===== config.mk =====
export PLATFORM = sky130hd
export DESIGN_NAME = sdp_fifo_ctrl
export DESIGN_NICKNAME = d
export VERILOG_FILES = /design/src/rtl/sdp_fifo_pkg.sv /design/src/rtl/sdp_fifo_outbuf.sv /design/src/rtl/sdp_fifo_ctrl.sv
export SDC_FILE = /design/constraint.sdc
export NUM_CORES = 1
export LEC_CHECK = 0
export BUFFER_PORTS_ARGS = -buffer_cell sky130_fd_sc_hd__buf_2
export CORE_MARGIN = 3
export CORE_UTILIZATION = 30
export DETAILED_ROUTE_END_ITERATION = 10
export GPL_TIMING_DRIVEN = 0
export RECOVER_POWER = 25
export SLEW_MARGIN = 30
export SYNTH_ARGS = -nofsm -noshare
export SYNTH_HDL_FRONTEND = slang
export SYNTH_SLANG_ARGS = --single-unit

===== constraint.sdc =====
create_clock -name clk -period 2.66 [get_ports clk]
set_input_delay 0.532 -clock clk [delete_from_list [all_inputs] [get_ports clk]]
set_output_delay 0.532 -clock clk [all_outputs]
set_load 0.01 [all_outputs]

===== src/rtl/sdp_fifo_pkg.sv =====
`default_nettype none
// ---------------------------------------------------------------------------
// sdp_fifo_pkg : shared types and read-issue helper for the SDP FIFO controller
// Revision 1.0
// ---------------------------------------------------------------------------
package sdp_fifo_pkg;

  // Occupancy of the two-entry output buffer (0..2).
  typedef logic [1:0] ob_cnt_t;

  // A RAM read may be issued only if its data will have a buffer slot when it lands.
  function automatic logic can_issue(input ob_cnt_t ob_cnt,
                                     input logic    rd_pend,
                                     input logic    deq_fire);
    logic [2:0] committed;
    committed = {1'b0, ob_cnt} + {2'b00, rd_pend} - {2'b00, deq_fire};
    return (committed <= 3'd1);
  endfunction

endpackage
`default_nettype wire


===== src/rtl/sdp_fifo_outbuf.sv =====
`default_nettype none
// ---------------------------------------------------------------------------
// sdp_fifo_outbuf : two-entry first-word-fall-through buffer behind the RAM read port
// Revision 1.0
// ---------------------------------------------------------------------------
module sdp_fifo_outbuf
  import sdp_fifo_pkg::*;
#(
  parameter int DATA_WIDTH = 8
) (
  input  logic                  clk,
  input  logic                  rst,
  input  logic                  load,
  input  logic [DATA_WIDTH-1:0] load_data,
  input  logic                  deq_ready,
  output logic                  deq_valid,
  output logic [DATA_WIDTH-1:0] deq_data,
  output ob_cnt_t               ob_cnt
);

  logic [DATA_WIDTH-1:0] ob0;
  logic [DATA_WIDTH-1:0] ob1;
  logic                  deq_fire;
  ob_cnt_t               slot;

  assign deq_valid = (ob_cnt != 2'd0);
  assign deq_fire  = deq_valid & deq_ready;
  assign deq_data  = ob0;
  assign slot      = ob_cnt - {1'b0, deq_fire};

  // ob0 only shifts when ob1 holds live data, so the head keeps its value once drained.
  always_ff @(posedge clk or posedge rst) begin
    if (rst) begin
      ob0    <= '0;
      ob1    <= '0;
      ob_cnt <= 2'd0;
    end else begin
      if (load && (slot == 2'd0)) begin
        ob0 <= load_data;
      end else if (deq_fire && (ob_cnt == 2'd2)) begin
        ob0 <= ob1;
      end
      if (load && (slot == 2'd1)) begin
        ob1 <= load_data;
      end
      ob_cnt <= ob_cnt + {1'b0, load} - {1'b0, deq_fire};
    end
  end

endmodule
`default_nettype wire


===== src/rtl/sdp_fifo_ctrl.sv =====
`default_nettype none
// ---------------------------------------------------------------------------
// sdp_fifo_ctrl : FIFO controller driving an external BRAM_SDP with an FWFT dequeue port.
// Optional occupancy output enabled by defining SDP_FIFO_LEVEL_EN.  Revision 1.0
// ---------------------------------------------------------------------------
module sdp_fifo_ctrl
  import sdp_fifo_pkg::*;
#(
  parameter int DATA_WIDTH = 8,
  parameter int ADDR_WIDTH = 6
) (
  input  logic                  clk,
  input  logic                  rst,
  input  logic                  enq_valid,
  output logic                  enq_ready,
  input  logic [DATA_WIDTH-1:0] enq_data,
  output logic                  deq_valid,
  input  logic                  deq_ready,
  output logic [DATA_WIDTH-1:0] deq_data,
  output logic                  ram_we,
  output logic [ADDR_WIDTH-1:0] ram_waddr,
  output logic [DATA_WIDTH-1:0] ram_wdata,
  output logic [ADDR_WIDTH-1:0] ram_raddr,
  input  logic [DATA_WIDTH-1:0] ram_q
`ifdef SDP_FIFO_LEVEL_EN
  ,
  output logic [ADDR_WIDTH+1:0] level
`endif
);

  localparam int PTR_W = ADDR_WIDTH + 1;
  localparam logic [PTR_W-1:0] DEPTH = {1'b1, {ADDR_WIDTH{1'b0}}};

  logic [PTR_W-1:0] wptr;
  logic [PTR_W-1:0] rptr;
  logic [PTR_W-1:0] ram_cnt;
  logic             rd_pend;
  logic             enq_fire;
  logic             deq_fire;
  logic             issue;
  ob_cnt_t          ob_cnt;

  assign ram_cnt   = wptr - rptr;
  assign enq_ready = ~rst & (ram_cnt != DEPTH);
  assign enq_fire  = enq_valid & enq_ready;

  assign ram_we    = enq_fire;
  assign ram_waddr = wptr[ADDR_WIDTH-1:0];
  assign ram_wdata = enq_data;
  assign ram_raddr = rptr[ADDR_WIDTH-1:0];

  assign deq_fire  = deq_valid & deq_ready;
  // Registered pointers only: a read never targets the slot being written this cycle.
  assign issue     = (ram_cnt != '0) & can_issue(ob_cnt, rd_pend, deq_fire);

  always_ff @(posedge clk or posedge rst) begin
    if (rst) begin
      wptr    <= '0;
      rptr    <= '0;
      rd_pend <= 1'b0;
    end else begin
      if (enq_fire) begin
        wptr <= wptr + 1'b1;
      end
      if (issue) begin
        rptr <= rptr + 1'b1;
      end
      rd_pend <= issue;
    end
  end

  sdp_fifo_outbuf #(
    .DATA_WIDTH (DATA_WIDTH)
  ) u_outbuf (
    .clk       (clk),
    .rst       (rst),
    .load      (rd_pend),
    .load_data (ram_q),
    .deq_ready (deq_ready),
    .deq_valid (deq_valid),
    .deq_data  (deq_data),
    .ob_cnt    (ob_cnt)
  );

`ifdef SDP_FIFO_LEVEL_EN
  assign level = (ADDR_WIDTH+2)'(ram_cnt) + (ADDR_WIDTH+2)'(rd_pend) + (ADDR_WIDTH+2)'(ob_cnt);
`endif

endmodule
`default_nettype wire


==> metrics.md <==
| Metric | Value |
|---|---|
| Status | `finished, violations left` |
| Violated checks | `negative setup slack` |
| Final HPWL DP | `2895 um` |
| Instance count on the critical path | `9` |
| Die ar. | `7514 um^2` |
| R2R cell count | `13` |
| Total CTS buffers | `5` |
| Vias in the first global route | `about 1500` |
| Clock sink total | `33` |
| Clock skew | `0.006288 ns` |
| Clock slew at reported path FFs | `0.08 ns` |
| Number of max-cap violations | `0` |
| Slew Viols, Final | `0` |
| Most frequent cells in the layout | `buf_2 (41), buf_4 (37), dfrtp_1 (31)` |
| Clk_lat worst skew | `between 0.2 and 0.3 ns` |
| Hold slack | `~0.46 ns` |
| Die height | `slightly below 90 um` |
| Worst Path Arrival | `2.24 ns` |
| Synthesized area | `a little under 2000 um^2` |
| Hold Crit Class | `input pin to flip-flop` |
| Clock root cell | `clkbuf_8` |
| # setup viols final | `8` |
| Max Fclk | `360.6 MHz` |
| DRT iter0 DRCs | `66` |
| Worst path top cell family by delay | `compound AO/OA/AOI/OAI gates` |
| Relative slew margins | `0.1593` |
| Layout Nets | `288` |
| Wire length per cell | `12.84 um` |
| Initial antenna violation count | `0` |
| Fin crit period | `2.774 ns` |
| Initial Util | `0.3204` |
| ANT cells | `0` |
| Critical path required time | `about 2.1 ns` |
| Port Buffer Count | `42` |
| CP dominant cell by count | `buf_6` |
| Core area | `6096 um^2` |
| Largest net degree at the start of global routing | `34` |
| Mapped Avg Cell Area | `approximately 11 um^2` |
| Synth cell types | `37` |
| Number of buffers and inverters on the critical path | `3` |
| Hold path cells | `3` |
| Final worst slack | `-0.1135 ns` |
| RSZ-0062 raised after global routing | `yes` |
| Worst-Margin Slew | `roughly 1.3 ns` |
| CP Max Fanout | `6` |
| Flip-flop and latch count after synthesis | `33` |
| Hold_buf cts | `0` |
| Max Root-Sink Buffers | `2` |
| First-pass GRT wire length | `7141 um` |
| TritonCTS clock tree | `done` |
| Syn_nets | `218` |
| Routed WL | `4262 um` |
| Crit path largest cell delay | `0.39 ns` |
| DRC Markers | `0` |
| Grt ovf | `0` |
| Seq/Total Area, Yosys | `0.4228` |
| Crit path cell chain | `inv_2 > ha_4 > or2_4 > o221a_4 > o22ai_4 > mux2i_4 > buf_6 > nand2_2 > buf_6` |
| Row Count | `28` |
| Detail Route Antenna Nets | `0` |
| Final Hold Vio Count | `0` |
| Drt first pass iters | `4` |
| I/O Pins | `51` |
| Total track usage | `0.1214` |
| DR vias/cell | `4.623` |
| Placer Congestion | `0.7099` |
| CP Class | `flip-flop to output port` |
| Period utilization | `1.043` |
| Most common cell after layout, fill and taps aside | `buf_2` |
| H-tree depth | `2` |
| Worst Setup End Kind | `output port` |
| Worst path slowest cell | `dfrtp_2` |
| Syn Inst Count | `186` |
| Crit path launch type | `flip-flop` |
| Share of layout cells above drive strength 1 | `0.5681` |
| Area delta synth->final | `42.41%` |
| Vias | `about 1500` |
| Die Width | `86.69 um` |
| Yosys warns | `0` |
## routing by layer
metal	global-route usage	wire, um
met1	0.1565	1948
met2	0.1989	2076
met3	0.02567	164
met4	0.04674	73
met5	0	0
## Yosys cell counts
master     number  area share
a2bb2oi_2       1      0.0077
nor3b_1         2      0.0077
mux2_2         10       0.058
and2_1          1      0.0032
a22oi_1         1      0.0038
buf_4          20       0.077
a211oi_1        2      0.0077
a211o_2         1      0.0051
xor2_1          4       0.018
mux2i_1         8       0.041
o221a_2         1      0.0058
o22ai_2         1      0.0064
xor2_2          1      0.0083
xnor2_1        11       0.049
nand2b_1        1      0.0032
o22ai_1         1      0.0032
fa_1            1       0.010
nand2_1        18       0.035
nor2b_1         1      0.0032
o2111ai_1       2      0.0090
or2_2           1      0.0032
nand4_1         1      0.0032
nor2_1          7       0.013
and2b_2         1      0.0045
ha_1           11       0.070
clkbuf_1        1      0.0019
o21ai_0        11       0.028
a21boi_1        1      0.0038
nand3_1         2      0.0051
mux2i_2         1      0.0070
nor3_1          1      0.0026
o2bb2ai_1       1      0.0045
or2_0           1      0.0032
a2111oi_2       2       0.015
inv_1          16       0.031
a21oi_1         7       0.018
dfrtp_1        33        0.42
## cell families after synthesis
logic type,Yosys count,synth area share
xor+xnor,16,0.07559
fa+ha+maj,12,0.08072
compound gates,32,0.1185
flops,33,0.4228
mux,19,0.1057
simple gates,37,0.08713
buf+inv,37,0.1095
## timing repair
action / 4_1_cts / 5_1_grt
hold endpoints to repair: 0 / 0
setup endpoints to repair: 11 / 18
resized for setup: 29 / 22
pin swaps: 10 / 10
cloned: 0 / 0
buffers inserted: 16 / 6
## through the flow
stage | cell area [um^2] | setup WS, ns | utilization | TNS, ns | instances
floorplan | 1969 | -0.06630 | - | -0.06630 | 186
CTS | 2649 | -0.1291 | 0.4345 | -0.6938 | 327
finish | 2781 | -0.1135 | 0.4563 | -0.4281 | 332
global route | 2781 | -0.2024 | 0.4563 | -1.271 | 332
global placement | 2273 | -0.2703 | 0.3729 | -2.980 | 303
detailed placement | 2278 | -0.2922 | 0.3738 | -1.967 | 303
## flip-flops by register name, indices dropped and copies added (netlist names)
name,flops
u_outbuf.ob_cnt,2
rptr,7
rd_pend,1
u_outbuf.deq_data,8
wptr,7
u_outbuf.ob1,8
## tightest hold or removal path, delay by kind of cell
family          cells  cell delay (ns)
compound gates      1             0.06
simple gates        1             0.04
buf+inv             1             0.08
## worst paths after layout
| check | from | end | slack [ns] |
|---|---|---|---|
| max | rptr[2] | enq_ready | -0.11 |
| min in group asynchronous | rst | wptr[3] | 0.66 |
| min | ram_q[1] | u_outbuf.deq_data[1] | 0.46 |
| min reg2reg | u_outbuf.ob1[1] | u_outbuf.ob1[1] | 0.51 |
| max reg2reg | u_outbuf.ob_cnt[1] | rptr[1] | -0.11 |
| max in group asynchronous | rst | rptr[0] | 1.17 |
## area by class of cell
type                       count  area (um^2)
tap                           75        93.84
fill                         585         3314
multi-input combinational    116         1134
buffer                        21        153.9
clock buffer                   6        82.58
sequential                    33        828.3
clock inverter                 2        37.54
timing repair buffer          63        389.1
inverter                      16        62.56
Power is not shown: default switching activity piles up to over one toggle a cycle in this logic, so the estimate is an artifact.
